==> src/rtl/i2s_rx.sv <==
// i2s_rx
// I2S slave receiver. Oversamples the external BCLK/LRCLK/DIN pins with
// in_mclk, deserialises MSB-first left/right words and presents each
// complete stereo pair with a one-cycle strobe.
//
// Optional build macro: I2S_RX_ERR_EN
//   defined   : out_err pulses when a LEFT/RIGHT word ends with fewer than
//               G_BITS bits (the word is still delivered, zero-padded)
//   undefined : out_err is tied low and no check logic is built
//
// Ports
//   in_mclk          system clock, all logic on rising edge
//   in_reset         asynchronous active-high reset
//   in_bclk          I2S bit clock (asynchronous, each phase >= 2 in_mclk)
//   in_lrclk         I2S word select, 0 = left, 1 = right
//   in_din           I2S serial data
//   out_frame_1      left sample of the last complete pair
//   out_frame_2      right sample of the last complete pair
//   out_frame_strobe 1-cycle pulse, new pair valid on out_frame_1/2
//   out_err          1-cycle pulse on a short word (see macro above)
//
// state    | meaning
// ---------+-----------------------------------------------------------
// ST_SYNC  | waiting for the first word boundary, data ignored
// ST_LEFT  | receiving a left word
// ST_RIGHT | receiving a right word; pair is emitted at its end if the
//          | left half of the pair was captured completely
module i2s_rx #(
  parameter int G_BITS = 16
) (
  input  logic              in_mclk,
  input  logic              in_reset,
  input  logic              in_bclk,
  input  logic              in_lrclk,
  input  logic              in_din,
  output logic [G_BITS-1:0] out_frame_1,
  output logic [G_BITS-1:0] out_frame_2,
  output logic              out_frame_strobe,
  output logic              out_err
);

  typedef enum logic [1:0] {ST_SYNC, ST_LEFT, ST_RIGHT} state_t;

  localparam logic [6:0]        BITS_L  = 7'(G_BITS);
  localparam logic [G_BITS-1:0] MSB_ONE = {1'b1, {(G_BITS-1){1'b0}}};

  state_t            state;
  logic [1:0]        bclk_sync;
  logic [1:0]        lrclk_sync;
  logic [1:0]        din_sync;
  logic              bclk_q;
  logic              lr_prev;
  logic [5:0]        bit_cnt;
  logic [G_BITS-1:0] shreg;
  logic [G_BITS-1:0] left_hold;
  logic              left_ok;

  logic              bclk_s;
  logic              lrclk_s;
  logic              din_s;
  logic              bclk_rise;
  logic              boundary;
  logic [G_BITS-1:0] word_next;

  assign bclk_s  = bclk_sync[1];
  assign lrclk_s = lrclk_sync[1];
  assign din_s   = din_sync[1];

  // word_next is shreg with the current bit inserted; it is also the
  // completed word on a boundary rise (the I2S 1-bit delay puts the LSB
  // slot of the outgoing word on the rise where lrclk changes).
  always_comb begin
    bclk_rise = bclk_s & ~bclk_q;
    boundary  = bclk_rise & (lrclk_s != lr_prev);
    word_next = shreg;
    if (({1'b0, bit_cnt} < BITS_L) && din_s)
      word_next = shreg | (MSB_ONE >> bit_cnt);
  end

  always_ff @(posedge in_mclk or posedge in_reset) begin
    if (in_reset) begin
      bclk_sync  <= '0;
      lrclk_sync <= '0;
      din_sync   <= '0;
      bclk_q     <= 1'b0;
    end else begin
      bclk_sync  <= {bclk_sync[0], in_bclk};
      lrclk_sync <= {lrclk_sync[0], in_lrclk};
      din_sync   <= {din_sync[0], in_din};
      bclk_q     <= bclk_s;
    end
  end

  always_ff @(posedge in_mclk or posedge in_reset) begin
    if (in_reset) begin
      state            <= ST_SYNC;
      lr_prev          <= 1'b0;
      bit_cnt          <= '0;
      shreg            <= '0;
      left_hold        <= '0;
      left_ok          <= 1'b0;
      out_frame_1      <= '0;
      out_frame_2      <= '0;
      out_frame_strobe <= 1'b0;
    end else begin
      out_frame_strobe <= 1'b0;
      if (bclk_rise) begin
        lr_prev <= lrclk_s;
        if (boundary) begin
          shreg   <= '0;
          bit_cnt <= '0;
          case (state)
            ST_SYNC: begin
              state <= lrclk_s ? ST_RIGHT : ST_LEFT;
            end
            ST_LEFT: begin
              left_hold <= word_next;
              left_ok   <= 1'b1;
              state     <= ST_RIGHT;
            end
            ST_RIGHT: begin
              if (left_ok) begin
                out_frame_1      <= left_hold;
                out_frame_2      <= word_next;
                out_frame_strobe <= 1'b1;
              end
              left_ok <= 1'b0;
              state   <= ST_LEFT;
            end
            default: begin
              left_ok <= 1'b0;
              state   <= ST_SYNC;
            end
          endcase
        end else begin
          shreg <= word_next;
          if (bit_cnt != 6'd63)
            bit_cnt <= bit_cnt + 6'd1;
        end
      end
    end
  end

`ifdef I2S_RX_ERR_EN
  // Bits received = bit_cnt + 1 (the boundary bit), so a short word is
  // bit_cnt < G_BITS - 1 at the boundary rise.
  logic err_q;
  logic short_word;

  assign short_word = ({1'b0, bit_cnt} < (BITS_L - 7'd1));

  always_ff @(posedge in_mclk or posedge in_reset) begin
    if (in_reset)
      err_q <= 1'b0;
    else
      err_q <= boundary && short_word &&
               ((state == ST_LEFT) || (state == ST_RIGHT));
  end

  assign out_err = err_q;
`else
  assign out_err = 1'b0;
`endif

endmodule

==> config.mk <==
export PLATFORM = sky130hd
export DESIGN_NAME = i2s_rx
export DESIGN_NICKNAME = d
export VERILOG_FILES = /design/src/rtl/i2s_rx.sv
export SDC_FILE = /design/constraint.sdc
export NUM_CORES = 1
export LEC_CHECK = 0
export CAP_MARGIN = 20
export CORE_AREA = 2 2 121 76
export DETAILED_ROUTE_END_ITERATION = 8
export DIE_AREA = 0 0 123 78
export GPL_TIMING_DRIVEN = 0
export PLACE_DENSITY = 0.59
export REMOVE_ABC_BUFFERS = 1
export SKIP_CTS_REPAIR_TIMING = 1
export SLEW_MARGIN = 20
export SYNTH_ARGS = -nofsm -noshare
export SYNTH_HDL_FRONTEND = slang
export SYNTH_SLANG_ARGS = --single-unit
==> constraint.sdc <==
create_clock -name in_mclk -period 3.8 [get_ports in_mclk]
set_input_delay 0.76 -clock in_mclk [delete_from_list [all_inputs] [get_ports in_mclk]]
set_output_delay 0.76 -clock in_mclk [all_outputs]
set_load 0.01 [all_outputs]
==> flow_summary.yaml <==
synthesis:
  synth_cells: 290
  avgSynthCellArea_um2: 11.5
  async_flop_share_pct: 100
  synth-simple-area-share_pct: 11.7
  ys_types: 36
  synthXorXnorAreaFrac_pct: 1.02
  yosys.area.top_type: "dfrtp_1"
  synth_compound_area_share_pct: 13.9
  synth_flop_cell: "dfrtp_1"
  synth_top_family_by_area: "compound AO/OA/AOI/OAI gates"
  ys_ff_latch: 82
  yosys-top-cells-area: "dfrtp_1, mux2_4, nand2_1"
  synthMuxAreaShare_pct: 7.23
  synth_edf_count: 0
  yosysTopAreaCellShare_pct: 61.7
  syn_area_um2: 3320
  synth_adder_area_share_pct: 0.377
  ys_warn_count: 0
  yosysSeqAreaShare_pct: 61.7
drt:
  drtIter0Drc: 180
  vias_per_cell: 5.02
  finalWirelength_um: 6590
  drc_errors: 0
  drt_pass1_iterations: 5
  ant_nets: 0
  wl_per_cell_um: 15.1
  vias: 2195
floorplan:
  initial_core_util_pct: 39.6
  rows: 26
  die_h_um: 78
  ioPinCount: 39
  die-area_um2: 9590
  die_w_um: 123
  core-area_um2: 8390
placed_design:
  dp_hpwl_um: 4220
  dp.cells: 422
  gp_congestion: 0.814
  dp_slack_ps: 1170
  portBuffers: 37
power:
  peakVddDrop_uv: 369
  power_leakage_uw: 0.00185
  p_total_uw: 2880
  power.density_nw_per_um2: 698
grt:
  antenna_found_initial: 0
  grtUsageTotal_pct: 15.3
  grt_pass1_wl_um: 11000
  grt_overflow_total: 0
  grt_max_degree: 59
  first_global_vias: 2146
critical_path:
  timing.rr.start: "bclk_sync[1]"
  rr_endpoint: "out_frame_1[10]"
  reg2regPathDepth: 4
  worstPathRequired_ps: 4020
  r2r_slack_ps: 1230
  cp.arrival_ps: 2790
  crit_path_end_kind: "flop"
  worstSetupPathType: "reg -> reg"
  critPathLaunchType: "flop"
  critPathMaxFanout: 26
clock_tree:
  clock_insertion_delay_worst_skew_ps: 340
  clock_path_buffers: 2
  cts_buffers: 9
  path_clk_slew_ps: 60
  clockRootBuffer: "clkbuf_16"
  cts.sinks: 82
  htreeDepth: 3
  cts_tree: "built"
sta:
  timing.final.crit_share_pct: 67.7
  slew_headroom_pct: 30.8
  fin_crit_ps: 2570
  grt_setup_unrepaired: "no"
  maxSlewViolCount: 0
  worst_pin_slew_ps: 1040
  setup_viol_count_final: 0
  timing.fmax_mhz: 389
  setup_tns_ps: 0
  hold_viol_final: 0
  layout_setup_ws_ps: 1230
  clock_skew_ps: 6.60
outcome:
  outcome: "finished, final reports clean"
run:
  drv_cap: 0
cells_and_area:
  n_fill_cell: 773
  antenna-diode-count: 0
  instances_no_fill: 437
  area_growth_pct: 24.2
  utilization_pct: 49.2
  drive_gt1_share_pct: 11.7
  nets: 327
hold_path:
  hold_depth: 0
  hold_start: "bclk_sync[0]"
  hold_path.class: "reg -> reg"
  hold_end: "bclk_sync[1]"
==> layer usage <==
metal	vias to the layer above	routed length, um	global-route usage, %
met4	0	129	5.23
met1	1066	3460	22.1
met5	-	0	0
met3	11	317	6.99
met2	48	2680	20.1
li1	1070	-	-
==> registers in the layout, indices dropped and copies added (netlist names), 2 cells and up <==
name,cells
left_hold,16
out_frame_1,16
out_frame_2,16
shreg,16
bit_cnt,6
bclk_sync,2
din_sync,2
lrclk_sync,2
state,2
==> worst max-delay path: stages (launching register included) <==
cell,delay [ps]
dfrtp_1,360
nor2b_1,820
nand4_4,580
buf_16,360
mux2_4,310
==> cell usage after synthesis, types with 2 or more instances <==
cell type	instances
mux2_4	16
nand3_1	4
nor2b_1	5
nor3b_1	2
nand2_1	34
nor2_1	29
buf_2	5
dfrtp_1	82
clkbuf_1	8
o211ai_1	4
o21ai_0	25
a22o_1	4
nand2b_1	3
a41oi_1	2
a31oi_1	15
a21oi_1	25
inv_1	3
and2_1	2
buf_6	5
==> per-stage QoR <==
step	hold WS (ps)	instance area (um2)
2_1_floorplan	331	3200
3_3_place_gp	333	3710
3_5_place_dp	336	3790
4_1_cts	350	4130
5_1_grt	363	4130
6_report	349	4130
==> worst max path at each step <==
stage	start	end	slack, ps
finish	bclk_sync[1]	out_frame_1[10]	1230
global route	bclk_sync[1]	out_frame_1[8]	1100
CTS	bclk_sync[1]	left_hold[9]	1170
detailed placement	bclk_sync[1]	left_hold[9]	1170
global placement	in_reset	out_frame_1[12]	-400
floorplan	in_reset	bclk_q	930
==> cell type report <==
class | count | area [um2] | area share (%)
multi-input combinational | 186 | 1160 | 28.0
timing repair buffer | 39 | 425 | 10.3
clock buffer | 10 | 239 | 5.79
inverter | 3 | 13.8 | 0.333
clock inverter | 5 | 103 | 2.48
tap | 112 | 140 | 3.39
sequential | 82 | 2050 | 49.7
==> report_power, final <==
part           internal [uW]  switching (uW)  total [uW]
combinational            329             320         649
clock                    654             337         991
sequential              1090             155        1240
==> kinds of logic (layout without fill, tap and decap cells) <==
logic type / Yosys count / count (layout)
compound gates: 79 / 79
xor+xnor: 3 / 3
fa+ha+maj: 1 / 1
buf+inv: 22 / 57
flops: 82 / 82
mux: 16 / 16
other cells: 1 / 1
simple gates: 86 / 86
==> placed cells by master (no fill, tap or decap), drive strengths merged, types with 2 or more instances in the layout <==
cell type,netlist,layout
nand2,34,34
a31oi,15,15
clkdlybuf4s50,0,37
nand3,4,4
a41oi,2,2
mux2,16,16
dfrtp,82,82
a22o,4,4
bufinv,0,3
buf,11,2
nor2b,5,5
a21oi,25,25
inv,3,3
nor3b,2,2
clkbuf,8,10
o211ai,4,4
xor2,2,2
nand4,2,2
o21ai,25,25
nor2,29,29
nand2b,3,3
and2,2,2
(Power assumes the default switching activity.)
